==> src/rtl/dreg_ldcnt_if.sv <==
// Control/data bundle for the dreg_ldcnt load/step register.
// The master drives enable, op and load data; the slave returns value and status.
interface dreg_ldcnt_if #(
  parameter int unsigned WIDTH = 12
);
  logic             CE;
  logic [1:0]       OP;
  logic [WIDTH-1:0] INna;
  logic [WIDTH-1:0] Outna;
  logic             wrap;
  logic             zero;

  modport master (
    output CE, OP, INna,
    input  Outna, wrap, zero
  );

  modport slave (
    input  CE, OP, INna,
    output Outna, wrap, zero
  );
endinterface

==> src/rtl/dreg_ldcnt.sv <==
// Parametrised PC/MAR-class register: hold, load, increment, decrement with wrap pulse and zero flag.
// Optional macro DREG_LDCNT_SAT_EN makes inc/dec saturate; wrap then flags the saturation hit.
module dreg_ldcnt #(
  parameter int unsigned WIDTH     = 12,
  parameter int unsigned RESET_VAL = 0
) (
  input  logic        clk,
  input  logic        rst,
  dreg_ldcnt_if.slave bus
);
  localparam int unsigned OP_W = 2;
  localparam logic [OP_W-1:0] OP_HOLD = 2'b00;
  localparam logic [OP_W-1:0] OP_LOAD = 2'b01;
  localparam logic [OP_W-1:0] OP_INC  = 2'b10;
  localparam logic [OP_W-1:0] OP_DEC  = 2'b11;

  logic [WIDTH-1:0] r_out;
  logic             r_wrap;
  logic [WIDTH-1:0] w_out_next;
  logic             w_wrap_next;
  logic             w_all_ones;
  logic             w_is_zero;

  assign w_all_ones = (r_out == {WIDTH{1'b1}});
  assign w_is_zero  = (r_out == '0);

  // Next value and wrap pulse; anything unrecognised (incl. X on OP) holds.
  always_comb begin
    w_out_next  = r_out;
    w_wrap_next = 1'b0;
    if (bus.CE) begin
      case (bus.OP)
        OP_HOLD: w_out_next = r_out;
        OP_LOAD: w_out_next = bus.INna;
        OP_INC: begin
          w_wrap_next = w_all_ones;
`ifdef DREG_LDCNT_SAT_EN
          w_out_next  = w_all_ones ? r_out : r_out + WIDTH'(1);
`else
          w_out_next  = r_out + WIDTH'(1);
`endif
        end
        OP_DEC: begin
          w_wrap_next = w_is_zero;
`ifdef DREG_LDCNT_SAT_EN
          w_out_next  = w_is_zero ? r_out : r_out - WIDTH'(1);
`else
          w_out_next  = r_out - WIDTH'(1);
`endif
        end
        default: w_out_next = r_out;
      endcase
    end
  end

  // Reset wins over CE/OP and clears any pending wrap pulse.
  always_ff @(posedge clk) begin
    if (rst) begin
      r_out  <= WIDTH'(RESET_VAL);
      r_wrap <= 1'b0;
    end else begin
      r_out  <= w_out_next;
      r_wrap <= w_wrap_next;
    end
  end

  // An undefined op while enabled is a protocol violation by the driver.
  always_ff @(posedge clk) begin
    if (!rst && bus.CE) begin
      assert (!$isunknown(bus.OP));
    end
  end

  assign bus.Outna = r_out;
  assign bus.wrap  = r_wrap;
  assign bus.zero  = w_is_zero;
endmodule
==> src/flat_wrapper.sv <==
// flat-port wrapper written by rule: the top's interface ports become plain ports
module dreg_ldcnt_flat 
#(
  parameter int unsigned WIDTH     = 12,
  parameter int unsigned RESET_VAL = 0
)
  (clk, rst, bus_CE, bus_OP, bus_INna, bus_Outna, bus_wrap, bus_zero);
  dreg_ldcnt_if #(.WIDTH(WIDTH)) bus_i ();
  input  logic clk;
  input  logic rst;
  input wire logic [$bits(bus_i.CE)-1:0] bus_CE;
  input wire logic [$bits(bus_i.OP)-1:0] bus_OP;
  input wire logic [$bits(bus_i.INna)-1:0] bus_INna;
  output wire logic [$bits(bus_i.Outna)-1:0] bus_Outna;
  output wire logic [$bits(bus_i.wrap)-1:0] bus_wrap;
  output wire logic [$bits(bus_i.zero)-1:0] bus_zero;
  assign bus_i.CE = bus_CE;
  assign bus_i.OP = bus_OP;
  assign bus_i.INna = bus_INna;
  assign bus_Outna = bus_i.Outna;
  assign bus_wrap = bus_i.wrap;
  assign bus_zero = bus_i.zero;
  dreg_ldcnt #(.WIDTH(WIDTH), .RESET_VAL(RESET_VAL)) u_core (.clk(clk), .rst(rst), .bus(bus_i));
endmodule
==> config.mk <==
export PLATFORM = sky130hd
export DESIGN_NAME = dreg_ldcnt_flat
export DESIGN_NICKNAME = d
export VERILOG_FILES = /design/src/rtl/dreg_ldcnt_if.sv /design/src/rtl/dreg_ldcnt.sv /design/src/flat_wrapper.sv
export SDC_FILE = /design/constraint.sdc
export NUM_CORES = 1
export LEC_CHECK = 0
export ABC_AREA = 1
export CELL_PAD_IN_SITES_DETAIL_PLACEMENT = 2
export CELL_PAD_IN_SITES_GLOBAL_PLACEMENT = 2
export CORE_AREA = 2 2 74 76
export CTS_BUF_LIST = sky130_fd_sc_hd__clkbuf_8 sky130_fd_sc_hd__clkbuf_16
export CTS_CLUSTER_DIAMETER = 40
export DETAILED_ROUTE_END_ITERATION = 10
export DIE_AREA = 0 0 76 78
export PLACE_DENSITY = 0.82
export RECOVER_POWER = 25
export SETUP_SLACK_MARGIN = 0.1
export SYNTH_ARGS = -nofsm -noshare
export SYNTH_HDL_FRONTEND = slang
export SYNTH_SLANG_ARGS = --single-unit
==> constraint.sdc <==
create_clock -name clk -period 4.2 [get_ports clk]
set_clock_uncertainty 0.15 [all_clocks]
set_input_delay 0.84 -clock clk [delete_from_list [all_inputs] [get_ports clk]]
set_output_delay 0.84 -clock clk [all_outputs]
set_load 0.1 [all_outputs]
; Word level (Yosys, flattened, before mapping)
; Cells that the tools add are included.
[word_totals]
register_bits = 13
word_cells = 16
inputBits = 17
output_inout_bits = 14
[classes]
n_eq_ne = 4
add_sub_neg = 2
n_reduce_logical = 4
bitwise_logic = 2
n_mux = 2
[op_table]
columns = operator, n
row1 = one-hot mux 12 bit (3 select lines), 1
row2 = "adder 12 x 1 -> 12 bit, second input constant", 1
row3 = "== test 12 bit, second input constant", 1
row4 = zero test 12 bit, 1
row5 = "subtractor 12 x 1 -> 12 bit, second input constant", 1
row6 = "== test 2 bit, second input constant", 2
row7 = "== test 2 x 1 -> 1 bit, second input constant", 1
row8 = zero test 2 bit, 1
row9 = NOT 1 bit, 2
row10 = one-hot mux 1 bit (2 select lines), 1
row11 = AND reduction 2 bit, 1
row12 = OR reduction 2 bit, 1

; Longest topological paths before layout
[logic_depth]
word_depth = 3
depth_mapped = 16
mapped_depth_nobuf = 14

; Worst setup path before layout
; OpenSTA, ideal clock, no wires.
[synth_path]
path_kind = register to output
from = register u_core.r_out[6], in the netlist u_core.bus.Outna[6]
to = output port bus_zero
required_ns = 3.210
arrival_ns = 4.105
path_stages_with_launch = 6
n_path_buf = 0
path_slack_ns = -0.895
path_cell_list = dfxtp_1 inv_1 nand2_1 nor3_1 nand4_1 nor4_1
[synth_via]
elab_chain_cells = 1
[synth_lines]
columns = element, line_no
row1 = from (decl), dreg_ldcnt.sv:17  ; logic [WIDTH-1:0] r_out;
row2 = from (signal assigned), dreg_ldcnt.sv:59  ; r_out <= WIDTH'(RESET_VAL);
row3 = from (signal assigned), dreg_ldcnt.sv:62  ; r_out <= w_out_next;
row4 = zero test 12 bit, dreg_ldcnt.sv:25  ; assign w_is_zero = (r_out == '0);
row5 = to (decl), flat_wrapper.sv:16  ; output wire logic [$bits(bus_i.zero)-1:0] bus_zero;
; No other way between the ends.

; Final worst setup path
[layout_path]
from = input port bus_OP[1]
to = register u_core.r_out[5], in the netlist u_core.bus.Outna[5]
[layout_via]
elab_chain_cells = 3
word_cells_on_any_way = 7
cone_classes = eq/ne (3) / mux (1) / bitwise (1) / reduce/logical (2)
[layout_lines]
columns = element, line_no
row1 = from (decl), flat_wrapper.sv:12  ; input wire logic [$bits(bus_i.OP)-1:0] bus_OP;
row2 = "parallel branches: the longest is 3 deep, another holds one-hot mux 12 bit (3 select lines)", --
; Several ways; the timed one is not identified.
; A chain may end at the register's enable or synchronous reset.

==> flow_metrics.tcl <==
set metrics [dict create \
    path_cells "dlygate4sd3_1 -> clkbuf_1 -> o21ai_2 -> clkbuf_1 -> inv_1 -> o21ai_0 -> a21oi_1" \
    die_w_microns 76 \
    drt-initial-drc-count 23 \
    synthCells 228 \
    yosysWarnings 0 \
    max_freq_mhz 283 \
    critPathMaxFanout 19 \
    timing.slew.headroom_pct 33.4 \
    antenna_found_initial 0 \
    vias_per_cell 4.92 \
    yosys_register_bits 13 \
    hpwl_microns 4090 \
    root_buffer "clkbuf_8" \
    cts_hold_buf 0 \
    wl_microns 5140 \
    holdPathStages 2 \
    drc 0 \
    path_class "input pin to flip-flop" \
    post_cts_buffers 0 \
    cts_max_path_buffers 2 \
    cp_slowest_cell "dlygate4sd3_1" \
    numPortBuffers 30 \
    worstPathArrival_ps 3520 \
    crit_buf_inv 4 \
    grt.overflow.total 0 \
    cp-end-kind "flip-flop" \
    final_util_pct 33.4 \
    peakVddDrop_mv 0.142 \
    leakage_nw 0.795 \
    reg2regPathDepth 11 \
    slowest_delay_ps 710 \
    synth_edf_count 0 \
    grt_use_total_pct 18.1 \
    gp_congestion 0.880 \
    synth_cell_types 32 \
    finalSetupTns_ps 0 \
    min_path_type "flip-flop to flip-flop" \
    insertion_delay_ps 250 \
    antenna_cells 0 \
    tightestPinTransition_ps 996 \
    worstPathRequired_ps 4190 \
    min_period_over_period_pct 84.2 \
    vias 1615 \
    cts.sinks 13 \
    synth_ff_type "dfxtp_1" \
    grt_max_degree 20 \
    min_period_ps 3530 \
    layout.nets 277 \
    nFillCells 633 \
    dieArea_sq_mm 0.00593 \
    cts-buffers-inserted 3 \
    clk_pin_slew_ps 60 \
    die-height_microns 78 \
    synth-seq-area-share_pct 20.3 \
    crit_cells 7 \
    slew_viol_final 0 \
    rsz0062_at_grt "false" \
    area_delta_synth_final_pct 31.1 \
    setup_viol 0 \
    grt_pass1_wl_microns 8660 \
    finalHoldViolations 0 \
    num_rows 26 \
    cts_resized 0 \
    htree_num_levels 1 \
    maxCapViolations 0 \
    async_flop_share_pct 0 \
    drtPass1Iterations 4 \
    critPathLaunchType "input pin" \
    core_area_sq_mm 0.00504 \
    wl_per_cell_microns 15.7 \
    crit_family "buffers and inverters" \
    syn_nets 246 \
    cts_tree "built" \
    netlist_area_sq_mm 0.00128 \
    synth_area_per_cell_sq_um 5.64 \
    start_util_pct 25.5 \
    drive_above_1_share_pct 8.14 \
    grt_pass1_vias 1711 \
    ant_nets 0 \
    status "finished clean" \
    ios 31 \
    path_common_cell "clkbuf_1" \
    p_per_area_mw_per_mm2 296 \
]
[stage by stage]
| stage | cells | setup WS (ps) | area [sq um] | hold WS [ps] | total power (W) |
|---|---|---|---|---|---|
| 3_3_place_gp | 324 | 822 | 1650 | 390 | 0.000380 |
| 6_report | 328 | 666 | 1680 | 415 | 0.000499 |
| 3_5_place_dp | 324 | 783 | 1650 | 405 | 0.000384 |
| 5_1_grt | 328 | 439 | 1680 | 469 | 0.000525 |
| 2_1_floorplan | 228 | 302 | 1290 | 784 | 0.000315 |
| 4_1_cts | 328 | 984 | 1690 | 414 | 0.000503 |
[where the power goes]
| part | total [W] | switching, W | internal [W] |
|---|---|---|---|
| Combinational | 0.000231 | 0.000166 | 0.0000652 |
| Clock | 0.000118 | 0.0000531 | 0.0000649 |
| Sequential | 0.000150 | 0.0000174 | 0.000132 |
| Total | 0.000499 | 0.000236 | 0.000263 |
[synth_stat cells, drive strengths merged, types with 2 or more instances]
| master | n | share of area (%) |
|---|---|---|
| inv | 27 | 7.9 |
| a21oi | 14 | 6.0 |
| nand4 | 4 | 1.9 |
| o21ai | 11 | 4.6 |
| nor2 | 25 | 7.7 |
| nor3 | 2 | 0.78 |
| a221oi | 2 | 1.4 |
| xor2 | 4 | 2.7 |
| buf | 6 | 3.8 |
| nand3 | 27 | 11 |
| nand2 | 81 | 25 |
| o21bai | 2 | 1.5 |
| dfxtp | 13 | 20 |
[path summary, 6_finish.rpt]
path / start / endpoint / slack (ps)
worst min register to register: u_core.bus.Outna[7] / u_core.bus.Outna[7] / 420
worst max-delay path: bus_OP[1] / u_core.bus.Outna[5] / 670
worst min-delay path: u_core.bus.Outna[7] / u_core.bus.Outna[7] / 420
worst max register to register: u_core.bus.Outna[5] / u_core.bus.Outna[7] / 2230
[sequential cells by signal, indices dropped and copies added, names as in the netlist]
signal / flops
u_core.bus.wrap: 1
u_core.bus.Outna: 12
[tightest hold or removal path: stages (launching register included)]
cell and delay [ps]:
dfxtp_1 360, nand2_1 90, a21oi_1 60
[layout make-up]
class | count | area [sq um] | area share (%)
clock inverters | 1 | 3.75 | 0.223
repair buffers | 33 | 313 | 18.6
well taps | 70 | 87.6 | 5.20
multi-input cells | 181 | 877 | 52.1
inverters | 27 | 101 | 6.02
flip-flops and latches | 13 | 260 | 15.5
clock buffers | 3 | 41.3 | 2.45
[metal layers]
layer  track usage, %  wire length, microns  vias up
li1                 -                     -      798
met1             24.7                  2550      786
met2             30.9                  2400       24
met5                0                     0        -
met3             1.51                    94        7
met4             4.73                    84        0
[cells in the final DEF (no fill, tap or decap), drive strengths merged]
| cell type | synthesis | layout |
|---|---|---|
| ha | 1 | 1 |
| xor2 | 4 | 4 |
| a31oi | 1 | 1 |
| inv | 27 | 28 |
| or4 | 1 | 1 |
| or2 | 1 | 1 |
| o21ai | 11 | 11 |
| nand4 | 4 | 4 |
| nor4 | 1 | 1 |
| nand3b | 1 | 1 |
| nor3 | 2 | 2 |
| xnor2 | 1 | 1 |
| a221oi | 2 | 2 |
| a211oi | 1 | 1 |
| clkdlybuf4s50 | 0 | 25 |
| nor2 | 25 | 25 |
| a21oi | 14 | 14 |
| o21bai | 2 | 2 |
| clkbuf | 1 | 5 |
| nand3 | 27 | 27 |
| o211ai | 1 | 1 |
| nand2 | 81 | 81 |
| buf | 6 | 2 |
| dlygate4sd3 | 0 | 4 |
| dfxtp | 13 | 13 |
[logic make-up (layout without fill, tap and decap cells)]
family	Yosys count	after routing	share of synthesized area (%)
simple gates	143	143	48.3
buf+inv	34	64	12.0
compound gates	32	32	15.1
flops	13	13	20.3
xor+xnor	5	5	3.41
fa+ha+maj	1	1	0.974
Note: power is estimated with default switching activity, not from simulation.
